**src/rtl/output_writeback.sv**
```systemverilog
// output_writeback
// Writes the convolution result stream to external memory. Each result is
// registered together with its linear address (stage 1), then pushed into a
// small FIFO that absorbs memory stalls. The input stream cannot be stalled, so
// a result arriving while the FIFO is full is dropped and flagged.
//
// Ports:
//   clk, rst_in                 clock, synchronous active-high reset
//   start                       one-cycle pulse, clears state for a new map
//   in_data/in_valid            result value (signed) and its strobe
//   in_x/in_y/in_ch             result coordinates
//   mem_we/mem_addr/mem_wdata   write request to external memory (FIFO head)
//   mem_ready                   memory accepts the write this cycle
//   fifo_level                  registered FIFO occupancy
//   overflow                    sticky, a result was dropped
//   done                        level, all W*H*CH writes completed
//
// Optional feature macro: WRITEBACK_RELU_EN (negative results written as 0).
module output_writeback #(
  parameter int ACCUMULATION_WIDTH = 32,
  parameter int EXT_MEM_HEIGHT     = 1 << 20,
  parameter int EXT_MEM_WIDTH      = 32,
  parameter int FEATURE_MAP_WIDTH  = 64,
  parameter int FEATURE_MAP_HEIGHT = 64,
  parameter int OUTPUT_NB_CHANNELS = 32,
  parameter int BASE_ADDR          = 0,
  parameter int FIFO_DEPTH         = 8
) (
  input  logic                                    clk,
  input  logic                                    rst_in,
  input  logic                                    start,
  input  logic [ACCUMULATION_WIDTH-1:0]           in_data,
  input  logic                                    in_valid,
  input  logic [$clog2(FEATURE_MAP_WIDTH)-1:0]    in_x,
  input  logic [$clog2(FEATURE_MAP_HEIGHT)-1:0]   in_y,
  input  logic [$clog2(OUTPUT_NB_CHANNELS)-1:0]   in_ch,
  output logic                                    mem_we,
  output logic [$clog2(EXT_MEM_HEIGHT)-1:0]       mem_addr,
  output logic [EXT_MEM_WIDTH-1:0]                mem_wdata,
  input  logic                                    mem_ready,
  output logic [$clog2(FIFO_DEPTH):0]             fifo_level,
  output logic                                    overflow,
  output logic                                    done
);

  localparam int ADDR_W  = $clog2(EXT_MEM_HEIGHT);
  localparam int PTR_W   = $clog2(FIFO_DEPTH);
  localparam int LVL_W   = PTR_W + 1;
  localparam int ENTRY_W = ADDR_W + EXT_MEM_WIDTH;
  localparam int TOTAL   = FEATURE_MAP_WIDTH * FEATURE_MAP_HEIGHT * OUTPUT_NB_CHANNELS;
  localparam int CNT_W   = $clog2(TOTAL + 1);

  // Stage 1 inputs: address arithmetic is done in ADDR_W bits so it wraps
  // modulo the memory size; out-of-range coordinates simply alias.
  logic [ADDR_W-1:0]        addr_calc;
  logic [EXT_MEM_WIDTH-1:0] data_calc;

  always_comb begin
    addr_calc = ADDR_W'(BASE_ADDR)
              + (ADDR_W'(in_y) * ADDR_W'(FEATURE_MAP_WIDTH) + ADDR_W'(in_x))
                * ADDR_W'(OUTPUT_NB_CHANNELS)
              + ADDR_W'(in_ch);
`ifdef WRITEBACK_RELU_EN
    data_calc = in_data[ACCUMULATION_WIDTH-1] ? '0 : EXT_MEM_WIDTH'($signed(in_data));
`else
    data_calc = EXT_MEM_WIDTH'($signed(in_data));
`endif
  end

  logic                     s1_valid_reg;
  logic [ADDR_W-1:0]        s1_addr_reg;
  logic [EXT_MEM_WIDTH-1:0] s1_data_reg;

  // FIFO storage; shallow, so the head is read combinationally.
  logic [ENTRY_W-1:0] fifo_mem [FIFO_DEPTH];
  logic [PTR_W-1:0]   rd_ptr_reg;
  logic [PTR_W-1:0]   wr_ptr_reg;
  logic [LVL_W-1:0]   level_reg;
  logic               overflow_reg;
  logic [CNT_W-1:0]   count_reg;
  logic               done_reg;

  logic               fifo_empty;
  logic               fifo_full;
  logic               pop;
  logic               push;
  logic               drop;
  logic [ENTRY_W-1:0] head;

  always_comb begin
    fifo_empty = (level_reg == '0);
    fifo_full  = (level_reg == LVL_W'(FIFO_DEPTH));
    pop        = !fifo_empty && mem_ready;
    // A full FIFO still accepts a push when its head leaves in the same cycle.
    push       = s1_valid_reg && (!fifo_full || pop);
    drop       = s1_valid_reg && fifo_full && !pop;
    head       = fifo_mem[rd_ptr_reg];
  end

  always_ff @(posedge clk) begin
    if (push) begin
      fifo_mem[wr_ptr_reg] <= {s1_addr_reg, s1_data_reg};
    end
  end

  always_ff @(posedge clk) begin
    if (rst_in || start) begin
      // start behaves like reset for everything but the storage array:
      // pending entries are discarded and a coincident in_valid is ignored.
      s1_valid_reg <= 1'b0;
      s1_addr_reg  <= '0;
      s1_data_reg  <= '0;
      rd_ptr_reg   <= '0;
      wr_ptr_reg   <= '0;
      level_reg    <= '0;
      overflow_reg <= 1'b0;
      count_reg    <= '0;
      done_reg     <= 1'b0;
    end else begin
      s1_valid_reg <= in_valid;
      if (in_valid) begin
        s1_addr_reg <= addr_calc;
        s1_data_reg <= data_calc;
      end

      if (push) wr_ptr_reg <= wr_ptr_reg + 1'b1;
      if (pop)  rd_ptr_reg <= rd_ptr_reg + 1'b1;

      case ({push, pop})
        2'b10:   level_reg <= level_reg + 1'b1;
        2'b01:   level_reg <= level_reg - 1'b1;
        default: level_reg <= level_reg;
      endcase

      if (drop) overflow_reg <= 1'b1;

      // Counter freezes once the map is complete.
      if (pop && !done_reg) begin
        count_reg <= count_reg + 1'b1;
        if (count_reg == CNT_W'(TOTAL - 1)) done_reg <= 1'b1;
      end
    end
  end

  // Head is gated so the outputs read zero while the FIFO is empty.
  always_comb begin
    mem_we     = !fifo_empty;
    mem_addr   = fifo_empty ? '0 : head[ENTRY_W-1 -: ADDR_W];
    mem_wdata  = fifo_empty ? '0 : head[EXT_MEM_WIDTH-1:0];
    fifo_level = level_reg;
    overflow   = overflow_reg;
    done       = done_reg;
  end

endmodule

```
**config.mk**
```make
export PLATFORM = sky130hd
export DESIGN_NAME = output_writeback
export DESIGN_NICKNAME = d
export VERILOG_FILES = /design/src/rtl/output_writeback.sv
export SDC_FILE = /design/constraint.sdc
export NUM_CORES = 1
export LEC_CHECK = 0
export ABC_AREA = 1
export BUFFER_PORTS_ARGS = -buffer_cell sky130_fd_sc_hd__buf_2
export CORE_ASPECT_RATIO = 1.2
export CORE_MARGIN = 5
export CORE_UTILIZATION = 43
export DETAILED_ROUTE_END_ITERATION = 8
export PLACE_DENSITY = 0.62
export SYNTH_ARGS = -nofsm -noshare
export SYNTH_HDL_FRONTEND = slang
export SYNTH_SLANG_ARGS = --single-unit
```
**constraint.sdc**
```tcl
create_clock -name clk -period 3.25 [get_ports clk]
set_input_delay 0.325 -clock clk [delete_from_list [all_inputs] [get_ports clk]]
set_output_delay 0.325 -clock clk [all_outputs]
set_load 0.05 [all_outputs]
```
==> metrics.md <==
| Metric | Value |
|---|---|
| Avg Inst Size Synth | `11.35 um^2` |
| WL final | `44.09 mm` |
| Hold Path Depth | `3` |
| Chip width | `200.6 um` |
| Gr ovfl total | `0` |
| Min Clock Period, post-route | `3.018 ns` |
| Power per standard cell area | `608.0 mW/mm^2` |
| Leak Pwr | `7.741 nW` |
| Max reg flops | `392` |
| CP endpoint kind | `primary output` |
| Max Cap Viol | `0` |
| Root buffer cell | `clkbuf_16` |
| GRT met1 Usage | `24.59%` |
| Vias in the first global route | `12400` |
| Largest net degree at the start of global routing | `129` |
| Crit path kind | `flop to primary output` |
| First-pass detailed-route iteration total | `5` |
| Worst r2r path cells | `13` |
| Hold Startpoint | `in_data[18]` |
| Number of nets still failing antenna checks after routing | `0` |
| Non-filler instance count after layout | `2344` |
| Wirelength per Cell | `18.81 um` |
| Met2 global-route usage | `30.97%` |
| Area of the core | `0.04299 mm^2` |
| CTS tree | `yes` |
| Initial core utilization | `43.62%` |
| Max-slew violation count | `0` |
| Startpoint Class | `flop` |
| Gr usage total | `18.07%` |
| Via count | `12480` |
| Post-synthesis sequential area ratio | `71.63%` |
| Syn Std Cell Area | `0.01875 mm^2` |
| Worst R2R Setup Slack | `0.82 ns` |
| Core Util, Final | `50.23%` |
| Num CTS Buffers | `49` |
| R2R Path End | `fifo_level[2]` |
| Status | `finished, final reports clean` |
| Chip height | `238.8 um` |
| Clk slew on worst S/H paths | `0.06 ns` |
| Initial DRC Count | `816` |
| DP HPWL | `24.28 mm` |
| # Post-CTS Setup Buffers | `0` |
| Tightest Hold Check Type | `input pin to flop` |
| Syn Inst Count | `1652` |
| Port Buf Inserts | `109` |
| FF+latch count, synth | `475` |
| GRT busiest layer | `met2` |
| Final Wtd Congestion | `0.7900` |
| Fin Clk Skew | `0.01703 ns` |
| Finish-stage setup viols | `0` |
| Yosys Warn Count | `0` |
| Peak supply drop | `435.0 uV` |
| Netlist cell types | `30` |
| Placed instance count | `2247` |
| N_diodes | `0` |
| Filler cells | `3870` |
| # clock sinks | `475` |
| Share of post-route cells with drive strength above 1 | `13.45%` |
| RSZ-0062 raised after global routing | `no` |
| WP data arrival | `2.69 ns` |
| Slew @ Worst Pin | `0.6610 ns` |
| Top-Level Pins | `113` |
| Global-route wire length before repair | `69.15 mm` |
| DR vias/cell | `5.324` |
| Req. time, crit path | `2.92 ns` |
| Post-route DRC | `0` |
| Layout Nets | `1811` |
| Final period util | `92.86%` |
| Critical path peak fanout | `128` |
| Met3 Track Usage GR | `2.700%` |
| Clock Tree Buf Depth | `3` |
| Die area | `0.04791 mm^2` |
| Area grow syn2layout | `15.15%` |
| Row count | `83` |
| Worst r2r src | `fifo_level[0]` |
| Hold Fails Final Rpt | `0` |
| Maximum clock frequency | `0.3314 GHz` |
| Clock latency on the worst-skew pair | `0.56 ns` |
| H-Tree Level Count | `2` |
| Hold EP | `s1_data_reg[18]` |
| Initial antenna violation count | `0` |
| Worst slew margin | `55.83%` |
[critical path: stages (launching register included)]
cell     delay (ns)
dfxtp_4        0.47
buf_12         0.47
nor2_1         0.11
nor2_1         0.10
o21ai_0        0.09
o21ai_1        0.11
o21ai_1        0.07
a31oi_1        0.33
buf_2          0.35
[area by class of cell]
| class | instances | area, um^2 | area share [%] |
|---|---|---|---|
| clock buffers | 77 | 1474 | 6.825 |
| inverters | 39 | 155.1 | 0.7184 |
| clock inverters | 13 | 123.9 | 0.5736 |
| repair buffers | 153 | 1018 | 4.716 |
| flip-flops and latches | 475 | 13440 | 62.24 |
| well taps | 552 | 690.7 | 3.198 |
| multi-input cells | 1035 | 4693 | 21.73 |
[logic make-up after synthesis]
logic type	after synthesis	synth area share, %
simple gates	592	12.22
flops	475	71.63
compound gates	428	11.78
buf+inv	144	3.709
xor+xnor	8	0.3736
fa+ha+maj	4	0.2669
other cells	1	0.02000
[synth_stat cells]
cell | count | share of area, %
inv_6 | 1 | 0.047
nor2_1 | 385 | 7.7
nand2_2 | 3 | 0.10
buf_4 | 5 | 0.20
edfxtp_1 | 392 | 63
o21ai_0 | 218 | 5.8
ha_1 | 4 | 0.27
xor2_1 | 3 | 0.14
buf_1 | 6 | 0.12
nor3_1 | 4 | 0.11
buf_8 | 2 | 0.16
nand2_1 | 173 | 3.5
conb_1 | 1 | 0.020
clkbuf_1 | 50 | 1.0
nand3_2 | 2 | 0.11
inv_1 | 35 | 0.70
nor2_2 | 3 | 0.10
o21ai_1 | 86 | 2.3
a31oi_1 | 50 | 1.7
buf_2 | 33 | 0.88
o21a_1 | 1 | 0.040
nand3b_1 | 1 | 0.040
a211oi_1 | 1 | 0.040
inv_2 | 3 | 0.060
a21oi_1 | 72 | 1.9
dfxtp_1 | 83 | 8.9
xnor2_1 | 5 | 0.23
nand4_1 | 6 | 0.20
buf_6 | 9 | 0.54
nand3_1 | 15 | 0.40
[how the worst max path moves through the flow]
| stage | to | slack [ns] | depth (start not counted) |
|---|---|---|---|
| 2_1_floorplan | fifo_mem[0][0] | -0.60 | 8 |
| 3_3_place_gp | mem_wdata[0] | 0.75 | 8 |
| 3_5_place_dp | mem_wdata[0] | 0.79 | 8 |
| 4_1_cts | mem_wdata[0] | 0.17 | 8 |
| 5_1_grt | mem_wdata[0] | 0.03 | 8 |
| 6_report | mem_wdata[0] | 0.23 | 8 |
[cells in the final DEF, fill, tap and decap left out, types with 10 or more instances in the layout]
cell type,Yosys,layout
edfxtp_1,392,392
nor2_1,385,377
o21ai_0,218,218
nand2_1,173,173
buf_2,33,109
o21ai_1,86,86
dfxtp_1,83,81
a21oi_1,72,72
clkbuf_16,0,51
a31oi_1,50,50
inv_1,35,34
buf_4,5,27
clkbuf_1,50,16
nand3_1,15,15
clkbuf_8,0,10
buf_12,0,10
[repair_timing]
action	4_1_cts	5_1_grt
hold buffers	7	0
endpoints found under the hold margin	7	0
gates resized for setup	0	1
endpoints found under the setup margin	0	1
[layer usage]
metal	vias to the layer above	part of all wire [%]
met1	6095	44
li1	5999	-
met3	50	5.3
met5	-	0
met4	0	1.7
met2	336	49
[power breakdown]
part | total [mW] | internal (mW) | leakage, nW | switching [mW]
Combinational | 0.995 | 0.251 | 2.45 | 0.745
Sequential | 6.66 | 6.60 | 4.52 | 0.0613
Clock | 5.48 | 3.27 | 0.775 | 2.21
Total | 13.1 | 10.1 | 7.74 | 3.02
[stage by stage]
step	instance area (um^2)	hold slack (ns)	power [mW]	setup slack [ns]	setup TNS (ns)
finish	21600	0.02538	13.13	0.2321	0
global route	21600	0.01610	13.60	0.03176	0
CTS	21590	0.0007701	13.26	0.1744	0
detailed placement	19930	0.4519	7.791	0.7874	0
global placement	19930	0.4492	7.780	0.7521	0
floorplan	18770	0.4334	7.481	-0.6048	-118.55
(Power assumes the default switching activity.)
